### src/rtl/decode_pkg.sv
// Shared decode definitions: opcode constants, format class enum, decoded bundle.
// Used by instr_decode_stage and imm_gen.
// No ports. Not tied to XLEN or PC_W, so the immediate and PC live outside the bundle.
package decode_pkg;

  // RV32/RV64 base opcodes. The low two bits are always 2'b11 for the 32-bit encoding.
  localparam logic [6:0] OP_REG    = 7'b0110011;
  localparam logic [6:0] OP_IMM    = 7'b0010011;
  localparam logic [6:0] OP_LOAD   = 7'b0000011;
  localparam logic [6:0] OP_STORE  = 7'b0100011;
  localparam logic [6:0] OP_BRANCH = 7'b1100011;
  localparam logic [6:0] OP_LUI    = 7'b0110111;
  localparam logic [6:0] OP_AUIPC  = 7'b0010111;
  localparam logic [6:0] OP_JAL    = 7'b1101111;
  localparam logic [6:0] OP_JALR   = 7'b1100111;
  localparam logic [6:0] OP_SYSTEM = 7'b1110011;
  localparam logic [6:0] OP_FENCE  = 7'b0001111;

  // Format class. Values are visible on the fmt port, so the encoding is fixed.
  typedef enum logic [2:0] {
    FMT_R    = 3'd0,
    FMT_I    = 3'd1,
    FMT_S    = 3'd2,
    FMT_B    = 3'd3,
    FMT_U    = 3'd4,
    FMT_J    = 3'd5,
    FMT_NONE = 3'd7
  } fmt_t;

  // Width-independent part of the decoded bundle.
  typedef struct packed {
    logic [6:0] opcode;
    logic [4:0] rd;
    logic [2:0] funct3;
    logic [4:0] rs1;
    logic [4:0] rs2;
    logic [6:0] funct7;
    fmt_t       fmt;
    logic       illegal;
  } dec_t;

  localparam dec_t DEC_RESET = '{
    opcode:  7'd0,
    rd:      5'd0,
    funct3:  3'd0,
    rs1:     5'd0,
    rs2:     5'd0,
    funct7:  7'd0,
    fmt:     FMT_NONE,
    illegal: 1'b0
  };

  // Split the fixed-position register and function fields out of an instruction word.
  function automatic dec_t split_fields(input logic [31:0] w, input fmt_t f, input logic ill);
    dec_t d;
    d.opcode  = w[6:0];
    d.rd      = w[11:7];
    d.funct3  = w[14:12];
    d.rs1     = w[19:15];
    d.rs2     = w[24:20];
    d.funct7  = w[31:25];
    d.fmt     = f;
    d.illegal = ill;
    return d;
  endfunction

endpackage

### src/rtl/imm_gen.sv
// Format classification and immediate generation for one instruction word.
// Purely combinational (zero latency); no handshake, no backpressure.
// Ports: instr (raw word) -> fmt (format class), imm (sign-extended, XLEN bits), illegal.
module imm_gen
  import decode_pkg::*;
#(
  parameter int XLEN = 32
) (
  input  logic [31:0]     instr,
  output fmt_t            fmt,
  output logic [XLEN-1:0] imm,
  output logic            illegal
);

  fmt_t        fmt_c;
  logic [31:0] imm32;

  // Compressed encodings (instr[1:0] != 2'b11) are never valid here.
  always_comb begin
    fmt_c = FMT_NONE;
    if (instr[1:0] == 2'b11) begin
      case (instr[6:0])
        OP_REG:                                         fmt_c = FMT_R;
        OP_IMM, OP_LOAD, OP_JALR, OP_SYSTEM, OP_FENCE:  fmt_c = FMT_I;
        OP_STORE:                                       fmt_c = FMT_S;
        OP_BRANCH:                                      fmt_c = FMT_B;
        OP_LUI, OP_AUIPC:                               fmt_c = FMT_U;
        OP_JAL:                                         fmt_c = FMT_J;
        default:                                        fmt_c = FMT_NONE;
      endcase
    end
  end

  // Standard RISC-V bit scatter, built at 32 bits; instr[31] is the sign in every format.
  always_comb begin
    imm32 = 32'd0;
    case (fmt_c)
      FMT_I:   imm32 = {{20{instr[31]}}, instr[31:20]};
      FMT_S:   imm32 = {{20{instr[31]}}, instr[31:25], instr[11:7]};
      FMT_B:   imm32 = {{19{instr[31]}}, instr[31], instr[7], instr[30:25], instr[11:8], 1'b0};
      FMT_U:   imm32 = {instr[31:12], 12'd0};
      FMT_J:   imm32 = {{11{instr[31]}}, instr[31], instr[19:12], instr[20], instr[30:21], 1'b0};
      default: imm32 = 32'd0;
    endcase
  end

  assign fmt     = fmt_c;
  assign illegal = (fmt_c == FMT_NONE);
  // Sign-extending size cast: the 32-bit value is already sign-correct, widen for RV64.
  assign imm     = XLEN'($signed(imm32));

endmodule

### src/rtl/instr_decode_stage.sv
// Registered instruction decode stage: splits fields, classifies format, builds immediate.
// Latency 1 cycle (accept in N, visible in N+1); full throughput through a 2-entry skid buffer.
// Backpressure: in_ready = !skid_valid is registered, so no combinational path from out_ready.
//
// Ports: clk/reset (sync, active-high), flush (sync kill of both entries),
//   in_valid/in_ready/in_instr/in_pc upstream handshake,
//   out_valid/out_ready plus out_pc, opcode, rd, funct3, rs1, rs2, funct7, fmt, imm, illegal.
// Optional macro DECODE_STATS_EN adds stat_decoded / stat_illegal 32-bit transfer counters.
module instr_decode_stage
  import decode_pkg::*;
#(
  parameter int XLEN = 32,
  parameter int PC_W = 32
) (
  input  logic            clk,
  input  logic            reset,
  input  logic            flush,
  input  logic            in_valid,
  output logic            in_ready,
  input  logic [31:0]     in_instr,
  input  logic [PC_W-1:0] in_pc,
  output logic            out_valid,
  input  logic            out_ready,
  output logic [PC_W-1:0] out_pc,
  output logic [6:0]      opcode,
  output logic [4:0]      rd,
  output logic [2:0]      funct3,
  output logic [4:0]      rs1,
  output logic [4:0]      rs2,
  output logic [6:0]      funct7,
  output logic [2:0]      fmt,
  output logic [XLEN-1:0] imm,
`ifdef DECODE_STATS_EN
  output logic [31:0]     stat_decoded,
  output logic [31:0]     stat_illegal,
`endif
  output logic            illegal
);

  // Decode of the incoming word, done before either register.
  fmt_t            in_fmt;
  logic [XLEN-1:0] in_imm;
  logic            in_illegal;
  dec_t            in_dec;

  imm_gen #(.XLEN(XLEN)) u_imm_gen (
    .instr   (in_instr),
    .fmt     (in_fmt),
    .imm     (in_imm),
    .illegal (in_illegal)
  );

  assign in_dec = split_fields(in_instr, in_fmt, in_illegal);

  // Output register (entry presented downstream) and skid register (overflow entry).
  logic            out_vld_q, out_vld_d;
  dec_t            out_dec_q, out_dec_d;
  logic [XLEN-1:0] out_imm_q, out_imm_d;
  logic [PC_W-1:0] out_pc_q,  out_pc_d;

  logic            skid_vld_q, skid_vld_d;
  dec_t            skid_dec_q, skid_dec_d;
  logic [XLEN-1:0] skid_imm_q, skid_imm_d;
  logic [PC_W-1:0] skid_pc_q,  skid_pc_d;

  logic in_fire;
  logic out_fire;

  // reset gates in_ready directly so the stage refuses input during reset
  // and is ready on the very first cycle after it.
  assign in_ready = !skid_vld_q && !reset;
  assign in_fire  = in_valid && in_ready;
  assign out_fire = out_vld_q && out_ready;

  always_comb begin
    out_vld_d  = out_vld_q;
    out_dec_d  = out_dec_q;
    out_imm_d  = out_imm_q;
    out_pc_d   = out_pc_q;
    skid_vld_d = skid_vld_q;
    skid_dec_d = skid_dec_q;
    skid_imm_d = skid_imm_q;
    skid_pc_d  = skid_pc_q;

    if (flush) begin
      // Kill both entries and drop whatever is on the input this cycle.
      out_vld_d  = 1'b0;
      skid_vld_d = 1'b0;
    end else if (!out_vld_q || out_fire) begin
      // Output slot is free this cycle. The skid entry is older than any new
      // input, and in_ready is low whenever it is full, so the two never compete.
      if (skid_vld_q) begin
        out_vld_d  = 1'b1;
        out_dec_d  = skid_dec_q;
        out_imm_d  = skid_imm_q;
        out_pc_d   = skid_pc_q;
        skid_vld_d = 1'b0;
      end else if (in_fire) begin
        out_vld_d  = 1'b1;
        out_dec_d  = in_dec;
        out_imm_d  = in_imm;
        out_pc_d   = in_pc;
      end else begin
        out_vld_d  = 1'b0;
      end
    end else if (in_fire) begin
      // Output is stalled: park the accepted bundle in the skid slot.
      skid_vld_d = 1'b1;
      skid_dec_d = in_dec;
      skid_imm_d = in_imm;
      skid_pc_d  = in_pc;
    end
  end

  always_ff @(posedge clk) begin
    if (reset) begin
      out_vld_q  <= 1'b0;
      out_dec_q  <= DEC_RESET;
      out_imm_q  <= '0;
      out_pc_q   <= '0;
      skid_vld_q <= 1'b0;
      skid_dec_q <= DEC_RESET;
      skid_imm_q <= '0;
      skid_pc_q  <= '0;
    end else begin
      out_vld_q  <= out_vld_d;
      out_dec_q  <= out_dec_d;
      out_imm_q  <= out_imm_d;
      out_pc_q   <= out_pc_d;
      skid_vld_q <= skid_vld_d;
      skid_dec_q <= skid_dec_d;
      skid_imm_q <= skid_imm_d;
      skid_pc_q  <= skid_pc_d;
    end
  end

  assign out_valid = out_vld_q;
  assign out_pc    = out_pc_q;
  assign opcode    = out_dec_q.opcode;
  assign rd        = out_dec_q.rd;
  assign funct3    = out_dec_q.funct3;
  assign rs1       = out_dec_q.rs1;
  assign rs2       = out_dec_q.rs2;
  assign funct7    = out_dec_q.funct7;
  assign fmt       = out_dec_q.fmt;
  assign imm       = out_imm_q;
  assign illegal   = out_dec_q.illegal;

`ifdef DECODE_STATS_EN
  // Transfer counters: count what downstream actually took, wrap naturally,
  // and deliberately ignore flush.
  logic [31:0] stat_dec_q, stat_dec_d;
  logic [31:0] stat_ill_q, stat_ill_d;

  always_comb begin
    stat_dec_d = stat_dec_q;
    stat_ill_d = stat_ill_q;
    if (out_fire) begin
      stat_dec_d = stat_dec_q + 32'd1;
      if (out_dec_q.illegal) begin
        stat_ill_d = stat_ill_q + 32'd1;
      end
    end
  end

  always_ff @(posedge clk) begin
    if (reset) begin
      stat_dec_q <= 32'd0;
      stat_ill_q <= 32'd0;
    end else begin
      stat_dec_q <= stat_dec_d;
      stat_ill_q <= stat_ill_d;
    end
  end

  assign stat_decoded = stat_dec_q;
  assign stat_illegal = stat_ill_q;
`endif

endmodule

### config.mk
export PLATFORM = sky130hd
export DESIGN_NAME = instr_decode_stage
export DESIGN_NICKNAME = d
export VERILOG_FILES = /design/src/rtl/decode_pkg.sv /design/src/rtl/imm_gen.sv /design/src/rtl/instr_decode_stage.sv
export SDC_FILE = /design/constraint.sdc
export NUM_CORES = 1
export LEC_CHECK = 0
export ABC_AREA = 1
export CAP_MARGIN = 20
export CORE_UTILIZATION = 51
export CTS_CLUSTER_SIZE = 8
export DETAILED_ROUTE_END_ITERATION = 16
export GPL_TIMING_DRIVEN = 0
export MAX_ROUTING_LAYER = met4
export PLACE_DENSITY = 0.79
export SYNTH_ARGS = -nofsm -noshare
export SYNTH_HDL_FRONTEND = slang
export SYNTH_SLANG_ARGS = --single-unit
### constraint.sdc
create_clock -name clk -period 2.3 [get_ports clk]
set_input_delay 0.46 -clock clk [delete_from_list [all_inputs] [get_ports clk]]
set_output_delay 0.46 -clock clk [all_outputs]
set_load 0.02 [all_outputs]
== After elaboration in Yosys (flattened, before gate mapping) ==
Cells that the tools add are included.

* Flip-flop bits (word level): 202
* Input port bits: 69
* Output and inout bits: 102
* Logic and storage cells: 67

* Eq/ne operators: 18
* Muxes and demuxes: 11
* Bitwise logic cells: 2
* Reductions and logical operators: 14

{| class="wikitable"
|+ Operators with widths
! operator !! count
|-
| 32-bit case mux with 5 select lines || 1
|-
| 32-bit 2-to-1 mux || 4
|-
| 36-bit 2-to-1 mux || 2
|-
| 7-bit equality test, second input constant || 4
|-
| 7-bit by 6-bit equality test with 1-bit output, second input constant || 3
|-
| 3-bit case mux with 6 select lines || 1
|-
| 7-bit by 5-bit equality test with 1-bit output, second input constant || 2
|-
| 3-bit equality test, second input constant || 3
|-
| 7-bit by 2-bit equality test with 1-bit output, second input constant || 1
|-
| 7-bit by 4-bit equality test with 1-bit output, second input constant || 1
|-
| 3-bit by 2-bit equality test with 1-bit output, second input constant || 2
|-
| 3-bit AND reduction || 2
|-
| 5-bit OR reduction || 1
|-
| 2-bit OR reduction || 2
|-
| 3-bit by 1-bit equality test with 1-bit output, second input constant || 1
|-
| 1-bit logical AND || 3
|-
| 1-bit logical NOT || 3
|-
| 3-bit 2-to-1 mux || 1
|-
| 3-bit OR reduction || 1
|-
| 2-bit equality test, second input constant || 1
|-
| 1-bit 2-to-1 mux || 2
|-
| 1-bit inverter || 2
|-
| 2-bit nonzero test || 1
|-
| 1-bit logical OR || 1
|}

== Longest topological paths before layout ==
* Depth after elaboration: 8
* Depth in mapped cells: 11
* Mapped depth without buffers: 11

== Modules after synthesis ==
Synthesis repeated with hierarchy kept, for this count alone.

* Cells, all modules: 1852
* Area, all modules: 10626.4 um^2

{| class="wikitable"
|+ By module, submodules not included
! module !! instances !! cells an instance !! area an instance (um^2) !! seq. area each (um^2)
|-
| instr_decode_stage || 1 || 1605 || 9571.7 || 4043.9
|-
| imm_gen || 1 || 247 || 1054.8 || 0.0
|}

== Worst setup path after synthesis ==
OpenSTA, ideal clock, no wires.

* Kind: input -> register
* Start point: input port reset
* End point: register skid_imm_q[17]
* Library setup time: 0.116 ns
* Arrival time: 1.604 ns
* Required time: 2.184 ns
* Path slack: 0.579 ns
* Cell stages on the path: 11
* Path buffers: 3
* Cells stage by stage: buf_2 nor2_4 nand2_1 inv_2 nand3_2 inv_2 buf_4 buf_4 nand3_1 o211ai_1 inv_1

* Longest elaborated chain between the ends: 4

{| class="wikitable"
|+ Ends and longest elaborated chain
! item !! line !! text
|-
| start: declaration || instr_decode_stage.sv:16 || <nowiki>input logic reset,</nowiki>
|-
| 1-bit logical NOT || instr_decode_stage.sv:71 || <nowiki>assign in_ready = !skid_vld_q && !reset;</nowiki>
|-
| 1-bit logical AND || instr_decode_stage.sv:71 ||
|-
| named net in_ready || instr_decode_stage.sv:19 || <nowiki>output logic in_ready,</nowiki>
|-
| 1-bit logical AND || instr_decode_stage.sv:72 || <nowiki>assign in_fire = in_valid && in_ready;</nowiki>
|-
| 3-bit AND reduction (no source line) || -- ||
|-
| end signal: assignment || instr_decode_stage.sv:132 || <nowiki>skid_imm_q <= skid_imm_d;</nowiki>
|-
| end: declaration || instr_decode_stage.sv:63 || <nowiki>logic [XLEN-1:0] skid_imm_q, skid_imm_d;</nowiki>
|}

The timed path passes the listed nets, and every way through them passes these cells.
A chain may end at the register's enable or synchronous reset.

== Final worst setup path ==
* Start point: register skid_vld_q
* End point: output port in_ready

* Longest elaborated chain between the ends: 2

{| class="wikitable"
|+ Ends and longest elaborated chain
! item !! line !! text
|-
| start: declaration || instr_decode_stage.sv:61 || <nowiki>logic skid_vld_q, skid_vld_d;</nowiki>
|-
| start signal: assignment || instr_decode_stage.sv:130 || <nowiki>skid_vld_q <= skid_vld_d;</nowiki>
|-
| 1-bit logical NOT || instr_decode_stage.sv:71 ||
|-
| 1-bit logical AND || instr_decode_stage.sv:71 ||
|-
| end: declaration || instr_decode_stage.sv:19 ||
|}

No other way between the ends.

==> flow_summary.toml <==
[synthesis]
netlist_instances = 1240
yosysSeqAreaShare_pct = 46.1
netlist_area_um2 = 8760
synth-edff-count = 0
ys_async_sr_fraction_pct = 0
ys_warn_count = 0
synth_flop_cell = "dfxtp_1"
synth_nets = 1309
ys_ff_latch = 202
synth.distinct_cells = 25
synth_area_per_cell_um2 = 7.07

[sta]
hold_viol = 0
maxSlewHeadroom_pct = 54.3
finalCritPeriodShare_pct = 88.2
max_freq_mhz = 493
skew_ns = 0.00999
tns_ns = 0
tightest_slew_ns = 0.686
slew_violations = 0
rsz0062_at_grt = "false"
setup_slack_ns = 0.272
setup_viol = 0
post-route-min-period_ns = 2.03

[setup_path]
cp_max_fo = 2
worst_setup_path_start_kind = "flip-flop"
crit_slowest_cell = "clkdlybuf4s50_1"
crit_required_ns = 1.84
path_cells = "nor2_4, clkdlybuf4s50_1"
crit_arrival_ns = 1.57
worstSetupEndpointType = "output port"
path_class = "reg2out"
critPathMaxStageDelay_ns = 0.60

[placement]
place.gp.congestion = 0.967
io_buffers = 169
pre_cts_ws_ns = -0.164
hpwl_um = 19400
postPlaceCellArea_um2 = 10700

[clock_tree]
cts_sinks = 202
postCtsHoldBufs = 0
clockRootBuffer = "clkbuf_16"
numCtsBuffers = 29
h-tree-depth = 1
cts_resized = 0
cts_tree = "done"
insertion_delay_ns = 0.53
path_clk_slew_ns = 0.05
cts_setup_buffers = 0
clock_path_buffers = 3

[final_layout]
n_antenna_cell = 0
fin_area_um2 = 11500
utilization_pct = 68.7
drive_gt1_share_pct = 6.88
area_growth_pct = 30.9
fin_nets = 1509

[routing]
wire_per_inst_um = 16.5
viasPerCell = 5.65
drtAntennaViolNets = 0
drc_errors = 0
routed_wl_um = 27400
drt_iter0_markers = 906
dr.pass1.iters = 7
vias = 9387

[global_route]
overflow = 0
antenna_found_initial = 0
first_global_vias = 8466
grt_max_degree = 15
grt_pass1_wl_um = 43100
track_usage_pct = 31.2

[die]
die_w_um = 133
core_area_um2 = 16700
chipHeight_um = 133
pin_count = 171
initial_core_util_pct = 52.5
core.rowCount = 47
die_area_um2 = 17700

[pwr]
vdd_drop_max_uv = 693
power_density_nw_per_um2 = 705
power_leakage_nw = 4.97

[flow_run]
cap_violations = 0

[hold_path]
min_path_type = "in2reg"

[status]
status = "completed"
-- flip-flops by register name (all words and copies together), names as in the netlist --
register / flops
opcode: 7
skid_imm_q: 32
rs2: 5
out_valid: 1
illegal: 1
skid_vld_q: 1
skid_dec_q: 36
funct3: 3
funct7: 7
imm: 32
out_pc: 32
rd: 5
fmt: 3
skid_pc_q: 32
rs1: 5
-- placed cells by master (no fill, tap or decap), drive strengths merged --
cell           instances
nand2                254
nor2                 220
dfxtp                202
clkdlybuf4s50        169
o21ai                152
nand3                 82
a21oi                 76
clkbuf                74
a31oi                 63
inv                   61
buf                   56
o211ai                22
a211oi                 5
nor3                   2
o31ai                  1
clkinv                 1
-- worst max-delay path, delay by kind of cell (launching register included) --
| kind | cells | cell delay [ns] |
|---|---|---|
| buf+inv | 1 | 0.60 |
| simple gates | 1 | 0.11 |
| flops | 1 | 0.33 |
-- kinds of logic after synthesis --
logic type / share of synthesized area [%]
DFF: 46.1
AOI/OAI and AO/OA: 20.0
buffers and inverters: 8.18
and+or+nand+nor: 25.7
-- routing by layer --
metal,vias up,track usage (%),share of wire (%)
met3,91,5.52,9.5
li1,4496,-,-
met2,490,48.8,45
met5,-,-,0
met4,0,11.4,3.6
met1,4310,40.5,42
-- report_power, final --
group          internal [mW]  switching, mW  total (mW)
clock network           2.20           1.46        3.65
registers               3.59         0.0473        3.64
logic                  0.347          0.456       0.803
-- metrics by stage --
step                      hold WS (ns)  cells  power (mW)
after CTS                        0.383   1660        8.10
final                            0.411   1660        8.09
after global placement           0.455   1629        4.48
after detailed placement         0.458   1629        4.50
after global routing             0.432   1660        8.33
after floorplan                  0.441   1240        4.08
-- final timing paths --
path / startpoint / endpoint / slack [ns] / depth (start not counted)
max: skid_vld_q / in_ready / 0.27 / 2
min: reset / skid_imm_q[1] / 0.41 / 4
max reg2reg: skid_vld_q / imm[12] / 0.29 / 7
min reg2reg: imm[11] / imm[11] / 0.46 / 2
-- synth_stat cells (3+ instances only) --
cell type | count | area share, %
o211ai_1 | 22 | 1.9
clkbuf_1 | 45 | 1.9
o21ai_1 | 31 | 1.8
a21oi_1 | 76 | 4.3
dfxtp_1 | 202 | 46
buf_4 | 8 | 0.69
nor2_4 | 3 | 0.39
buf_6 | 4 | 0.51
a31oi_1 | 63 | 4.5
buf_2 | 42 | 2.4
nand3_1 | 80 | 4.6
nor2_1 | 215 | 9.2
inv_2 | 3 | 0.13
nand2_1 | 252 | 11
o21ai_0 | 121 | 6.9
inv_1 | 57 | 2.4
a211oi_1 | 4 | 0.34
-- area by class of cell --
type	count	area (µm²)
Buffer	101	492
Clock buffer	29	726
Clock inverter	2	17.5
Fill cell	1459	5230
Inverter	60	225
Multi-Input combinational cell	877	4000
Sequential cell	202	4040
Tap cell	220	275
Timing Repair Buffer	169	1690
No activity file was read; power rests on OpenSTA's default activity.
